`src/rtl/xy2_100_tx_if.sv`:
```
// Word handshake and XY2-100 line signals of the xy2_100_tx transmitter.
interface xy2_100_tx_if;
  logic [15:0] in_x;
  logic [15:0] in_y;
  logic        in_valid;
  logic        in_ready;
  logic        xy_clk;
  logic        xy_sync;
  logic        xy_x;
  logic        xy_y;
  logic        frame_start;
  logic        frame_done;

  modport master (
    output in_x, in_y, in_valid,
    input  in_ready, xy_clk, xy_sync, xy_x, xy_y, frame_start, frame_done
  );

  modport slave (
    input  in_x, in_y, in_valid,
    output in_ready, xy_clk, xy_sync, xy_x, xy_y, frame_start, frame_done
  );
endinterface

```
`src/rtl/xy2_100_tx.sv`:
```
// XY2-100 transmitter: sends X/Y position words as continuous back-to-back
// 20-bit frames, with a one-entry buffer between the host and the frame loader.
module xy2_100_tx #(
  parameter int unsigned HALF_DIV = 5,
  parameter logic [15:0] IDLE_POS = 16'h8000
) (
  input  logic        clk_ref,
  input  logic        sys_rstn,
  xy2_100_tx_if.slave bus
);
  localparam int unsigned PERIOD  = 2 * HALF_DIV;
  localparam int unsigned PHASE_W = (PERIOD > 1) ? $clog2(PERIOD) : 1;
  localparam int unsigned BIT_W   = 5;
  localparam int unsigned WORD_W  = 16;
  localparam logic [BIT_W-1:0]   LAST_BIT   = BIT_W'(19);
  localparam logic [PHASE_W-1:0] LAST_PHASE = PHASE_W'(PERIOD - 1);
  localparam logic [PHASE_W-1:0] FALL_PHASE = PHASE_W'(HALF_DIV);

  typedef enum logic {ST_START, ST_RUN} state_e;

  state_e              state_q,       state_d;
  logic [PHASE_W-1:0]  phase_q,       phase_d;
  logic [BIT_W-1:0]    bit_q,         bit_d;
  logic [WORD_W-1:0]   x_hold_q,      x_hold_d;
  logic [WORD_W-1:0]   y_hold_q,      y_hold_d;
  logic [WORD_W-1:0]   x_pend_q,      x_pend_d;
  logic [WORD_W-1:0]   y_pend_q,      y_pend_d;
  logic                in_ready_q,    in_ready_d;
  logic                xy_clk_q,      xy_clk_d;
  logic                xy_sync_q,     xy_sync_d;
  logic                xy_x_q,        xy_x_d;
  logic                xy_y_q,        xy_y_d;
  logic                frame_start_q, frame_start_d;
  logic                frame_done_q,  frame_done_d;
  logic                load;
  logic                accept;

  // Line value of frame bit idx: control 0,0,1, data MSB first, then even parity.
  function automatic logic bit_value(input logic [WORD_W-1:0] word,
                                     input logic [BIT_W-1:0]  idx);
    logic v;
    v = 1'b0;
    if (idx == BIT_W'(2)) begin
      v = 1'b1;
    end else if ((idx >= BIT_W'(3)) && (idx < LAST_BIT)) begin
      v = word[4'(BIT_W'(18) - idx)];
    end else if (idx == LAST_BIT) begin
      v = ~(^word);
    end
    return v;
  endfunction

  always_ff @(posedge clk_ref) begin
    if (!sys_rstn) begin
      state_q       <= ST_START;
      phase_q       <= '0;
      bit_q         <= '0;
      x_hold_q      <= IDLE_POS;
      y_hold_q      <= IDLE_POS;
      x_pend_q      <= IDLE_POS;
      y_pend_q      <= IDLE_POS;
      in_ready_q    <= 1'b1;
      xy_clk_q      <= 1'b0;
      xy_sync_q     <= 1'b0;
      xy_x_q        <= 1'b0;
      xy_y_q        <= 1'b0;
      frame_start_q <= 1'b0;
      frame_done_q  <= 1'b0;
    end else begin
      state_q       <= state_d;
      phase_q       <= phase_d;
      bit_q         <= bit_d;
      x_hold_q      <= x_hold_d;
      y_hold_q      <= y_hold_d;
      x_pend_q      <= x_pend_d;
      y_pend_q      <= y_pend_d;
      in_ready_q    <= in_ready_d;
      xy_clk_q      <= xy_clk_d;
      xy_sync_q     <= xy_sync_d;
      xy_x_q        <= xy_x_d;
      xy_y_q        <= xy_y_d;
      frame_start_q <= frame_start_d;
      frame_done_q  <= frame_done_d;
    end
  end

  always_comb begin
    state_d       = state_q;
    phase_d       = phase_q;
    bit_d         = bit_q;
    x_hold_d      = x_hold_q;
    y_hold_d      = y_hold_q;
    x_pend_d      = x_pend_q;
    y_pend_d      = y_pend_q;
    in_ready_d    = in_ready_q;
    xy_clk_d      = xy_clk_q;
    xy_sync_d     = xy_sync_q;
    xy_x_d        = xy_x_q;
    xy_y_d        = xy_y_q;
    frame_start_d = 1'b0;
    frame_done_d  = 1'b0;

    // First edge after reset enters bit 0 phase 0 without advancing the counters.
    case (state_q)
      ST_START: begin
        state_d = ST_RUN;
        phase_d = '0;
        bit_d   = '0;
      end
      ST_RUN: begin
        if (phase_q == LAST_PHASE) begin
          phase_d = '0;
          bit_d   = (bit_q == LAST_BIT) ? '0 : bit_q + BIT_W'(1);
        end else begin
          phase_d = phase_q + PHASE_W'(1);
        end
      end
      default: state_d = ST_START;
    endcase

    load   = (phase_d == '0) && (bit_d == '0);
    accept = bus.in_valid && in_ready_q;

    // Buffer full blocks acceptance, so load and accept never both touch pending.
    if (load && !in_ready_q) begin
      x_hold_d   = x_pend_q;
      y_hold_d   = y_pend_q;
      in_ready_d = 1'b1;
    end
    if (accept) begin
      x_pend_d   = bus.in_x;
      y_pend_d   = bus.in_y;
      in_ready_d = 1'b0;
    end

    if (phase_d == '0) begin
      xy_clk_d  = 1'b1;
      xy_sync_d = (bit_d != LAST_BIT);
      xy_x_d    = bit_value(x_hold_q, bit_d);
      xy_y_d    = bit_value(y_hold_q, bit_d);
    end
    if (phase_d == FALL_PHASE) begin
      xy_clk_d = 1'b0;
    end

    frame_start_d = load;
    frame_done_d  = (bit_d == LAST_BIT) && (phase_d == LAST_PHASE);
  end

  assign bus.in_ready    = in_ready_q;
  assign bus.xy_clk      = xy_clk_q;
  assign bus.xy_sync     = xy_sync_q;
  assign bus.xy_x        = xy_x_q;
  assign bus.xy_y        = xy_y_q;
  assign bus.frame_start = frame_start_q;
  assign bus.frame_done  = frame_done_q;
endmodule

```
`src/flat_wrapper.sv`:
```
// flat-port wrapper written by rule: the top's interface ports become plain ports
module xy2_100_tx_flat 
#(
  parameter int unsigned HALF_DIV = 5,
  parameter logic [15:0] IDLE_POS = 16'h8000
)
  (clk_ref, sys_rstn, bus_in_x, bus_in_y, bus_in_valid, bus_in_ready, bus_xy_clk, bus_xy_sync, bus_xy_x, bus_xy_y, bus_frame_start, bus_frame_done);
  xy2_100_tx_if bus_i ();
  input  logic clk_ref;
  input  logic sys_rstn;
  input wire logic [$bits(bus_i.in_x)-1:0] bus_in_x;
  input wire logic [$bits(bus_i.in_y)-1:0] bus_in_y;
  input wire logic [$bits(bus_i.in_valid)-1:0] bus_in_valid;
  output wire logic [$bits(bus_i.in_ready)-1:0] bus_in_ready;
  output wire logic [$bits(bus_i.xy_clk)-1:0] bus_xy_clk;
  output wire logic [$bits(bus_i.xy_sync)-1:0] bus_xy_sync;
  output wire logic [$bits(bus_i.xy_x)-1:0] bus_xy_x;
  output wire logic [$bits(bus_i.xy_y)-1:0] bus_xy_y;
  output wire logic [$bits(bus_i.frame_start)-1:0] bus_frame_start;
  output wire logic [$bits(bus_i.frame_done)-1:0] bus_frame_done;
  assign bus_i.in_x = bus_in_x;
  assign bus_i.in_y = bus_in_y;
  assign bus_i.in_valid = bus_in_valid;
  assign bus_in_ready = bus_i.in_ready;
  assign bus_xy_clk = bus_i.xy_clk;
  assign bus_xy_sync = bus_i.xy_sync;
  assign bus_xy_x = bus_i.xy_x;
  assign bus_xy_y = bus_i.xy_y;
  assign bus_frame_start = bus_i.frame_start;
  assign bus_frame_done = bus_i.frame_done;
  xy2_100_tx #(.HALF_DIV(HALF_DIV), .IDLE_POS(IDLE_POS)) u_core (.clk_ref(clk_ref), .sys_rstn(sys_rstn), .bus(bus_i));
endmodule
```
`config.mk`:
```
export PLATFORM = sky130hd
export DESIGN_NAME = xy2_100_tx_flat
export DESIGN_NICKNAME = d
export VERILOG_FILES = /design/src/rtl/xy2_100_tx_if.sv /design/src/rtl/xy2_100_tx.sv /design/src/flat_wrapper.sv
export SDC_FILE = /design/constraint.sdc
export NUM_CORES = 1
export LEC_CHECK = 0
export BUFFER_PORTS_ARGS = -buffer_cell sky130_fd_sc_hd__buf_4
export CAP_MARGIN = 20
export CORE_MARGIN = 5
export CORE_UTILIZATION = 35
export CTS_CLUSTER_DIAMETER = 40
export DETAILED_ROUTE_END_ITERATION = 10
export HOLD_SLACK_MARGIN = 0.08
export MAX_ROUTING_LAYER = met4
export SYNTH_ARGS = -nofsm -noshare
export SYNTH_HDL_FRONTEND = slang
export SYNTH_SLANG_ARGS = --single-unit
```
`constraint.sdc`:
```
create_clock -name clk_ref -period 4.5 [get_ports clk_ref]
set_input_delay 0.9 -clock clk_ref [delete_from_list [all_inputs] [get_ports clk_ref]]
set_output_delay 0.9 -clock clk_ref [all_outputs]
set_load 0.01 [all_outputs]
```
# Word-level counts from Yosys, hierarchy flattened
# Index checks and enable logic that the tools add are counted.
totals:
  output_inout_bits: 7
  regBits: 81
  elab_cells: 61
  input_bits: 35
op_classes:
  n_reduce_logical: 12
  bitwise: 4
  n_lt_le_gt_ge: 3
  n_addsub: 3
  n_mux: 18
  eq_ne: 7
op_table:
  columns: ["cell", "count"]
  rows:
  - ["parity 16 bit", 2]
  - ["two-way mux 1 bit", 11]
  - ["equality test 5 bit, second input constant", 2]
  - ["two-way mux 5 bit", 2]
  - ["one-hot mux 5 bit (2 select lines)", 1]
  - ["binary-select mux 1 bit (select 4 bit)", 2]
  - ["equality test 4 bit, second input constant", 2]
  - ["one-hot mux 4 bit (2 select lines)", 1]
  - ["adder 5 x 1 -> 5 bit, second input constant", 1]
  - ["equality test 5 x 2 -> 1 bit, second input constant", 1]
  - [">= comparator 5 x 2 -> 1 bit, second input constant", 1]
  - ["logical AND 1 bit", 5]
  - ["zero test 5 bit", 1]
  - ["< comparator 4 x 5 -> 1 bit, second input constant", 1]
  - ["< comparator 5 bit, second input constant", 1]
  - ["!= test 5 bit, second input constant", 1]
  - ["adder 4 x 1 -> 4 bit, second input constant", 1]
  - ["equality test 4 x 3 -> 1 bit, second input constant", 1]
  - ["zero test 4 bit", 1]
  - ["two-way mux 4 bit", 1]
  - ["NOT 1 bit", 4]
  - ["subtractor 2 x 4 -> 4 bit, first input constant", 1]
  - ["nonzero test 2 bit", 1]
  - ["OR reduction 2 bit", 1]
  - ["zero test 1 bit", 1]

# Logic depth before layout (Yosys ltp)
# Gate-level depths: netlist of run 1.
logic_depth:
  depth_word: 9
  depth_mapped: 15

# Worst setup path before layout of run 1
# No wires, ideal clock.
synth_timing:
  kind: "register -> register"
  startpoint: "register u_core.bit_q[1]"
  endpoint: "register u_core.xy_y_q (netlist: u_core.bus.xy_y)"
  required_ps: 4376
  t_arrival_ps: 3162
  synth_period_minus_slack_ps: 3287
  setup_slack_ps: 1213
  stages_incl_launch_ff: 15
  n_path_buf: 2
  cell_sequence: "dfxtp_1 ha_1 and4bb_2 or3_4 a21boi_4 buf_4 ha_1 clkbuf_1 clkinv_1 mux4_2 nor2b_1 a2111oi_2 a211o_1 o311ai_1 a21oi_1"
synth_via:
  elab_chain_len: 9
  elab_cells_between_ends: 16
  classes_between: "2 x add/sub; 2 x order compare; 3 x eq/ne; 8 x mux; 1 x reduce/logical"
synth_lines:
  columns: ["item", "line_no", "text"]
  rows:
  - ["start, declared", "xy2_100_tx.sv:23", "logic [BIT_W-1:0] bit_q, bit_d;"]
  - ["start signal, assigned", "xy2_100_tx.sv:72", "bit_q <= bit_d;"]
  - ["equality test 5 bit *", "xy2_100_tx.sv:113", "bit_d = (bit_q == LAST_BIT) ? '0 : bit_q + BIT_W'(1);"]
  - ["two-way mux 5 bit *", "xy2_100_tx.sv:113", null]
  - ["two-way mux 5 bit *", "xy2_100_tx.sv:111", "if (phase_q == LAST_PHASE) begin"]
  - ["one-hot mux 5 bit (2 select lines) *", "xy2_100_tx.sv:104", "case (state_q)"]
  - ["via u_core.bit_d[0]", "xy2_100_tx.sv:23", null]
  - ["subtractor 2 x 4 -> 4 bit", "xy2_100_tx.sv:46", "v = word[4'(BIT_W'(18) - idx)];"]
  - ["binary-select mux 1 bit (select 4 bit)", "xy2_100_tx.sv:46", null]
  - ["two-way mux 1 bit (not written as such)", "xy2_100_tx.sv:46", null]
  - ["two-way mux 1 bit", "xy2_100_tx.sv:45", "end else if ((idx >= BIT_W'(3)) && (idx < LAST_BIT)) begin"]
  - ["two-way mux 1 bit *", "xy2_100_tx.sv:43", "if (idx == BIT_W'(2)) begin"]
  - ["end signal, assigned", "xy2_100_tx.sv:81", "xy_y_q <= xy_y_d;"]
  - ["end, declared", "xy2_100_tx.sv:32", "logic xy_y_q, xy_y_d;"]
# The timed path passes the listed nets; every way through them passes the cells marked *. The select of a mux whose other input is x is not followed.
# A chain may end at the register's enable or synchronous reset.

# Worst setup path after layout of run 1
layout_timing:
  startpoint: "register u_core.bit_q[0]"
  endpoint: "register u_core.xy_y_q (netlist: u_core.bus.xy_y)"
layout_via:
  elab_chain_len: 9
  elab_cells_between_ends: 16
  classes_between: "2 x add/sub; 2 x order compare; 3 x eq/ne; 8 x mux; 1 x reduce/logical"
layout_lines:
  columns: ["item", "line_no"]
  rows:
  - ["adder 5 x 1 -> 5 bit / equality test 5 bit (equally long branches)", "xy2_100_tx.sv:113"]
  - ["two-way mux 5 bit", "xy2_100_tx.sv:113"]
  - ["two-way mux 5 bit *", "xy2_100_tx.sv:111"]
  - ["one-hot mux 5 bit (2 select lines) *", "xy2_100_tx.sv:104"]
  - ["subtractor 2 x 4 -> 4 bit", "xy2_100_tx.sv:46"]
  - ["binary-select mux 1 bit (select 4 bit)", "xy2_100_tx.sv:46"]
  - ["two-way mux 1 bit (not written as such)", "xy2_100_tx.sv:46"]
  - ["two-way mux 1 bit", "xy2_100_tx.sv:45"]
  - ["two-way mux 1 bit *", "xy2_100_tx.sv:43"]
# Every way passes the cells marked *; elsewhere a longest branch is shown, timed or not. The select of a mux whose other input is x is not followed.

==> results of run 1 <==
-- final timing paths --
| path | cells past startpoint | startpoint | slack [ps] | end |
|---|---|---|---|---|
| max | 12 | u_core.bit_q[0] | 850 | u_core.bus.xy_y |
| min | 2 | u_core.y_pend_q[7] | 470 | u_core.y_pend_q[7] |
| min reg2reg | 2 | u_core.y_pend_q[7] | 470 | u_core.y_pend_q[7] |
| max reg2reg | 12 | u_core.bit_q[0] | 850 | u_core.bus.xy_y |
-- sequential cells by signal (all words and copies together) (netlist names) --
signal and count:
u_core.bit_q 5, u_core.state_q 1, u_core.y_pend_q 16, u_core.bus.xy_x 1
u_core.bus.frame_done 1, u_core.x_hold_q 16, u_core.bus.xy_y 1, u_core.bus.frame_start 1
u_core.bus.xy_sync 1, u_core.bus.xy_clk 1, u_core.phase_q 4, u_core.y_hold_q 16
u_core.x_pend_q 16, u_core.bus.in_ready 1
-- power by group through the flow --
stage	logic [mW]	clock network, mW	registers, mW
5_1_grt	0.169	0.835	0.772
4_1_cts	0.149	0.802	0.768
2_1_floorplan	0.106	0	0.777
3_3_place_gp	0.146	0	0.783
6_report	0.150	0.784	0.768
3_5_place_dp	0.149	0	0.784
-- cells by family (layout without fill, tap and decap cells) --
logic type	Yosys count	in the layout	share of synthesized area (%)
AND/OR/NAND/NOR	166	166	21.0
flip-flops	81	81	39.9
AO/OA/AOI/OAI	58	58	12.0
multiplexers	49	49	13.7
XOR/XNOR	35	35	7.74
buffers and inverters	29	66	3.48
adder cells (fa/ha/maj)	7	7	2.16
-- layer usage --
layer	wire [um]	track usage, %	part of all wire (%)
met1	4000	16.0	51
met2	3500	18.4	44
met3	219	2.11	2.8
met4	174	5.09	2.2
met5	0	-	0
-- worst register-to-register path, delay by kind of cell (launching register included) --
family | cells | cell delay [ps]
AOI/OAI and AO/OA | 5 | 960
and+or+nand+nor | 3 | 790
adders and majority gates | 2 | 680
DFF | 1 | 420
muxes | 1 | 350
buffers and inverters | 1 | 320
-- per-stage QoR --
stage	hold WS, ps	power (mW)	setup slack (ps)	cells
after global routing	494	1.78	569	605
after global placement	456	0.929	918	587
after floorplan	440	0.883	1210	425
after CTS	471	1.72	838	603
after detailed placement	463	0.933	847	587
final	466	1.70	851	605
-- cells in the mapped netlist (all sizes together) (2+ instances only) --
| master | count | area, um^2 |
|---|---|---|
| nand2 | 78 | 293 |
| mux2 | 2 | 22.5 |
| nand3 | 9 | 45.0 |
| inv | 4 | 15.0 |
| mux2i | 42 | 420 |
| xor2 | 6 | 52.6 |
| nor3 | 4 | 20.0 |
| nand2b | 3 | 18.8 |
| ha | 7 | 87.6 |
| xnor2 | 29 | 262 |
| nor2b | 36 | 225 |
| o31ai | 2 | 28.8 |
| a21oi | 5 | 25.0 |
| o21ai | 5 | 25.0 |
| and2 | 9 | 56.3 |
| a21boi | 32 | 263 |
| dfxtp | 81 | 1620 |
| nand3b | 4 | 42.5 |
| nand4 | 2 | 12.5 |
| nand4b | 2 | 17.5 |
| o211ai | 3 | 22.5 |
| buf | 7 | 58.8 |
| mux4 | 5 | 113 |
| nor2 | 11 | 41.3 |
| or3 | 3 | 28.8 |
| clkbuf | 17 | 63.8 |
-- placed cells by master, fill, tap and decap left out, types with 4 or more instances in the layout --
cell type	count
sky130_fd_sc_hd__xor2_1	6
sky130_fd_sc_hd__mux4_2	5
sky130_fd_sc_hd__a21oi_1	5
sky130_fd_sc_hd__mux2i_1	42
sky130_fd_sc_hd__o21ai_0	5
sky130_fd_sc_hd__ha_1	7
sky130_fd_sc_hd__and2_1	9
sky130_fd_sc_hd__xnor2_1	28
sky130_fd_sc_hd__inv_1	4
sky130_fd_sc_hd__a21boi_0	30
sky130_fd_sc_hd__nand2_1	78
sky130_fd_sc_hd__buf_4	43
sky130_fd_sc_hd__clkbuf_16	9
sky130_fd_sc_hd__nor2b_1	35
sky130_fd_sc_hd__nor3_1	4
sky130_fd_sc_hd__nand3_1	9
sky130_fd_sc_hd__nor2_1	11
sky130_fd_sc_hd__dfxtp_1	81
-- cell type report --
type	instances	area (um^2)	share of cell area [%]
well taps	143	179	3.73
inverters	5	18.8	0.391
repair buffers	45	353	7.35
clock inverters	2	60.1	1.25
clock buffers	14	264	5.50
flip-flops and latches	81	1620	33.8
multi-input cells	315	2300	48.0
==> run_results.csv, run 1 <==
group,metric,value,unit
sta,fmax,274,MHz
clock_network,clkLatencyLatePin,330,ps
clock_network,tritoncts_num_sinks,81,
pwr,pwr-share-clk,46.1,%
floorplan,rows,39,
clock_network,post_cts_resized,0,
grt,grt_start_max_net_pins,78,
clock_network,number_of_buffers_inserted_by_post_cts_setup_repair,0,
sta,tightest_slew,652,ps
logic_synthesis,post_synth_instance_area,4060,um^2
pwr,seqPwrFrac,45.1,%
pwr,pwr-share-comb,8.8,%
logic_synthesis,synth.ff_latch_count,81,
sta,finalCriticalPeriod,3650,ps
sta,setup_violations,0,
detailed_routing,num_vias,2932,
critical_path,timing.critical_path.max_delay_family,"compound AO/OA/AOI/OAI gates",
clock_network,cts_made_buffers,9,
logic_synthesis,synth_flop_cell,"sky130_fd_sc_hd__dfxtp_1",
grt,groute.usage.overall,12.1,%
clock_network,cts.clk_slew.worst_paths,60,ps
logic_synthesis,synth.yosys.seq_area_share,39.9,%
sta,timing_max_transition_violations_final,0,
sta,grt_setup_unrepaired,"no",
sta,totalNegativeSetupSlack,0,ps
logic_synthesis,count_of_warnings_emitted_by_yosys,0,
pwr,p_int,1.34,mW
critical_path,critPathCaptureType,"flop",
detailed_routing,drt-vias-per-instance,4.85,
detailed_routing,ant_nets,0,
clock_network,htreeDepth,3,
clock_network,max-clock-path-buffers,2,
pwr,worst_ir_drop_vdd,0.000166,V
critical_path,critical_path.max_fanout,14,
floorplan,top_level_port_count,42,
placed_design,detailed_place_hpwl,5910,um
logic_synthesis,syn-num-nets,467,
clock_network,root_buffer,"sky130_fd_sc_hd__clkbuf_16",
clock_network,cts_tree,"built",
floorplan,die_w,118,um
pwr,switch_share,21.0,%
flow_run,cap_viol_max_count,0,
cells_and_area,layout-drive-gt1-share,16.9,%
logic_synthesis,synthesis.area_per_instance,9.55,um^2
detailed_routing,first_pass_iters,4,
critical_path,slowest_delay,420,ps
detailed_routing,drc,0,
floorplan,die_area,13900,um^2
grt,grt_overflow,0,
critical_path,crit_path_top_delay_cell,"sky130_fd_sc_hd__dfxtp_1",
cells_and_area,n_fill_cell,1169,
outcome,run_status,"finished clean",
grt,grt_first_pass_wirelength,14000,um
sta,final_worst_path_period_share,81.1,%
placed_design,routabilityCongestion,0.824,
placed_design,port_buffers,41,
critical_path,timing.critical_path.cells,"ha_1, and4bb_2, or3_4, a21boi_4, ha_1, clkinv_1, mux4_2, nor2b_1, a2111oi_2, a211o_1, o311ai_1, a21oi_1",
detailed_routing,dr.first_iter.drc_count,88,
critical_path,cp-start-kind,"flop",
floorplan,die-height,118,um
logic_synthesis,synth-edff-count,0,
cells_and_area,syn2layout_area_growth,18.2,%
floorplan,floorplan.core_area,11400,um^2
detailed_routing,wl_per_cell,13.0,um
detailed_routing,wl,7890,um
cells_and_area,finalInstanceArea,4800,um^2
cells_and_area,final_core_util,42.0,%
grt,initial_antenna_violation_count,0,
pwr,psw,357,uW
pwr,static-leakage-power,1.79,nW
clock_network,cts_hold_buffers,0,
critical_path,worst_ep_required_time,4710,ps
sta,worst_case_headroom_to_the_max_slew_limit,56.4,%
placed_design,placed_area,4450,um^2
critical_path,path_common_cell,"sky130_fd_sc_hd__ha_1",
logic_synthesis,asyncSetResetFlopFracSynth,0,%
pwr,powerDensity,354,nW/um^2
grt,vias_in_the_first_global_route,2890,
sta,skew,4.82,ps
floorplan,initial_core_util,35.6,%
cells_and_area,antenna_diode_count,0,
critical_path,crit_arrival,3860,ps
hold_path,timing.hold.worst.class,"reg -> reg",
logic_synthesis,post_synth_inst_count,425,
logic_synthesis,yosys.cell_types.count,50,
critical_path,timing_worst_setup_path_type,"reg -> reg",
cells_and_area,nets,499,
sta,final_hold_violation_count,0,
critical_path,crit_buf_inv,1,
(Power assumes the default switching activity.)
==> run 2, diff against run 1 <==
==> constraint.sdc (replaced) <==
create_clock -name clk_ref -period 3.04 [get_ports clk_ref]
set_input_delay 0.608 -clock clk_ref [delete_from_list [all_inputs] [get_ports clk_ref]]
set_output_delay 0.608 -clock clk_ref [all_outputs]
set_load 0.01 [all_outputs]
==> run 2 against run 1 <==
Against the previous run: first-iteration DRC count up 32%; clock power grew 21%; clock skew up 0.67 ps; die area is the same.
==> run_results.csv, run 2 (synthesized netlist as in run 1, its figures left out) <==
group,metric,value,unit
critical_path,path_common_cell,"sky130_fd_sc_hd__ha_1",
clock_network,post_cts_resized,0,
sta,grt_setup_unrepaired,"no",
cells_and_area,layout-drive-gt1-share,18.4,%
sta,finalCriticalPeriod,2810,ps
floorplan,floorplan.core_area,11400,um^2
critical_path,timing_worst_setup_path_type,"reg -> reg",
sta,setup_violations,0,
critical_path,critPathCaptureType,"flop",
detailed_routing,drc,0,
clock_network,htreeDepth,3,
cells_and_area,n_fill_cell,1170,
critical_path,critical_path.max_fanout,33,
sta,final_hold_violation_count,0,
detailed_routing,wl_per_cell,13.3,um
cells_and_area,nets,506,
detailed_routing,first_pass_iters,4,
cells_and_area,layout.cells.most_common,"sky130_fd_sc_hd__dfxtp_1",
grt,vias_in_the_first_global_route,2935,
placed_design,port_buffers,41,
cells_and_area,seqCellArea,1620,um^2
cells_and_area,antenna_diode_count,0,
critical_path,cp-start-kind,"flop",
critical_path,r2r_start,"u_core.bit_q[1]",
grt,initial_antenna_violation_count,0,
clock_network,cts_made_buffers,9,
sta,totalNegativeSetupSlack,0,ps
clock_network,root_buffer,"sky130_fd_sc_hd__clkbuf_16",
placed_design,post-place-cells,595,
critical_path,crit_buf_inv,3,
clock_network,cts.clk_slew.worst_paths,60,ps
critical_path,slowest_delay,380,ps
grt,groute.usage.overall,12.3,%
floorplan,rows,39,
sta,fmax,356,MHz
floorplan,die_w,118,um
clock_network,clkLatencyLatePin,340,ps
hold_path,worstHoldStart,"u_core.x_pend_q[12]",
critical_path,timing.critical_path.max_delay_family,"simple AND/OR/NAND/NOR gates",
cells_and_area,finalNonFillerCells,611,
placed_design,placed_area,4520,um^2
detailed_routing,dr.first_iter.drc_count,116,
placed_design,detailed_place_hpwl,5730,um
detailed_routing,ant_nets,0,
floorplan,die-height,118,um
sta,skew,5.49,ps
critical_path,timing.critical_path.from,"u_core.bit_q[1]",
cells_and_area,final_core_util,42.2,%
floorplan,initial_core_util,35.6,%
clock_network,cts_hold_buffers,0,
grt,grt_start_max_net_pins,78,
sta,final_worst_path_period_share,92.4,%
detailed_routing,num_vias,2963,
flow_run,cap_viol_max_count,0,
critical_path,crit_path_top_delay_cell,"sky130_fd_sc_hd__or3_4",
hold_path,timing.hold.worst.class,"reg -> reg",
cells_and_area,area_of_the_multi_input_gates,2320,um^2
outcome,run_status,"finished clean",
critical_path,crit_arrival,3000,ps
detailed_routing,drt-vias-per-instance,4.85,
pwr,worst_ir_drop_vdd,0.000257,V
clock_network,number_of_buffers_inserted_by_post_cts_setup_repair,0,
clock_network,tritoncts_num_sinks,81,
floorplan,die_area,13900,um^2
pwr,static-leakage-power,1.80,nW
critical_path,timing.critical_path.cells,"ha_1, and4bb_2, or3_4, a21boi_4, buf_4, inv_1, ha_1, and3_1, nor2b_4, buf_12, mux2i_1, nand2_1",
sta,worst_case_headroom_to_the_max_slew_limit,57.8,%
pwr,powerDensity,479,nW/um^2
clock_network,max-clock-path-buffers,2,
critical_path,worst_ep_required_time,3230,ps
floorplan,top_level_port_count,42,
sta,timing_max_transition_violations_final,0,
cells_and_area,finalInstanceArea,4820,um^2
grt,grt_overflow,0,
grt,grt_first_pass_wirelength,13900,um
clock_network,cts_tree,"built",
cells_and_area,syn2layout_area_growth,18.7,%
detailed_routing,wl,8100,um
sta,tightest_slew,633,ps
cells_and_area,commonest_cells_after_routing_fill_and_taps_aside,"sky130_fd_sc_hd__dfxtp_1, sky130_fd_sc_hd__nand2_1, sky130_fd_sc_hd__buf_4",
placed_design,routabilityCongestion,0.843,
[run 2: cell type report]
class / count / share of cell area, %
timing repair buffer: 52 / 8.77
multi-input combinational: 315 / 48.1
tap: 143 / 3.71
clock buffer: 12 / 4.91
clock inverter: 3 / 0.389
inverter: 5 / 0.493
sequential: 81 / 33.6
[run 2: per-stage QoR]
stage               hold slack [ps]  worst slack, ps  total power [mW]
floorplan                       440             2.52              1.31
global placement                455              236              1.38
detailed placement              462              155              1.39
CTS                             470              124              2.35
global route                    487             78.7              2.42
finish                          465              232              2.31
[run 2: final timing paths]
path                                       endpoint  slack, ps  depth (start not counted)
worst min register to register  u_core.x_pend_q[12]        470                          2
worst max-delay path            u_core.x_hold_q[15]        230                         12
worst max register to register  u_core.x_hold_q[15]        230                         12
worst min-delay path            u_core.x_pend_q[12]        470                          2
[run 2: power by group]
group	internal [mW]	switching, mW
registers	1.10	0.0312
logic	0.123	0.106
clock network	0.547	0.398
[run 2: worst reg2reg max path, stage by stage, from the launching register on]
cell and delay [ps]:
sky130_fd_sc_hd__dfxtp_1 340, sky130_fd_sc_hd__ha_1 200, sky130_fd_sc_hd__and4bb_2 270, sky130_fd_sc_hd__or3_4 380, sky130_fd_sc_hd__a21boi_4 200, sky130_fd_sc_hd__buf_4 240, sky130_fd_sc_hd__inv_1 90, sky130_fd_sc_hd__ha_1 190
sky130_fd_sc_hd__and3_1 180, sky130_fd_sc_hd__nor2b_4 140, sky130_fd_sc_hd__buf_12 190, sky130_fd_sc_hd__mux2i_1 170, sky130_fd_sc_hd__nand2_1 70
[run 2: routing by layer]
layer  wire (um)  part of all wire, %  vias to the layer above  track usage, %
met3         276                  3.4                        9            3.27
met1        4000                   49                     1384            15.7
met2        3720                   46                       45            18.8
met4         105                  1.3                        0            4.52
li1            -                    -                     1525               -
met5           0                    0                        -               -
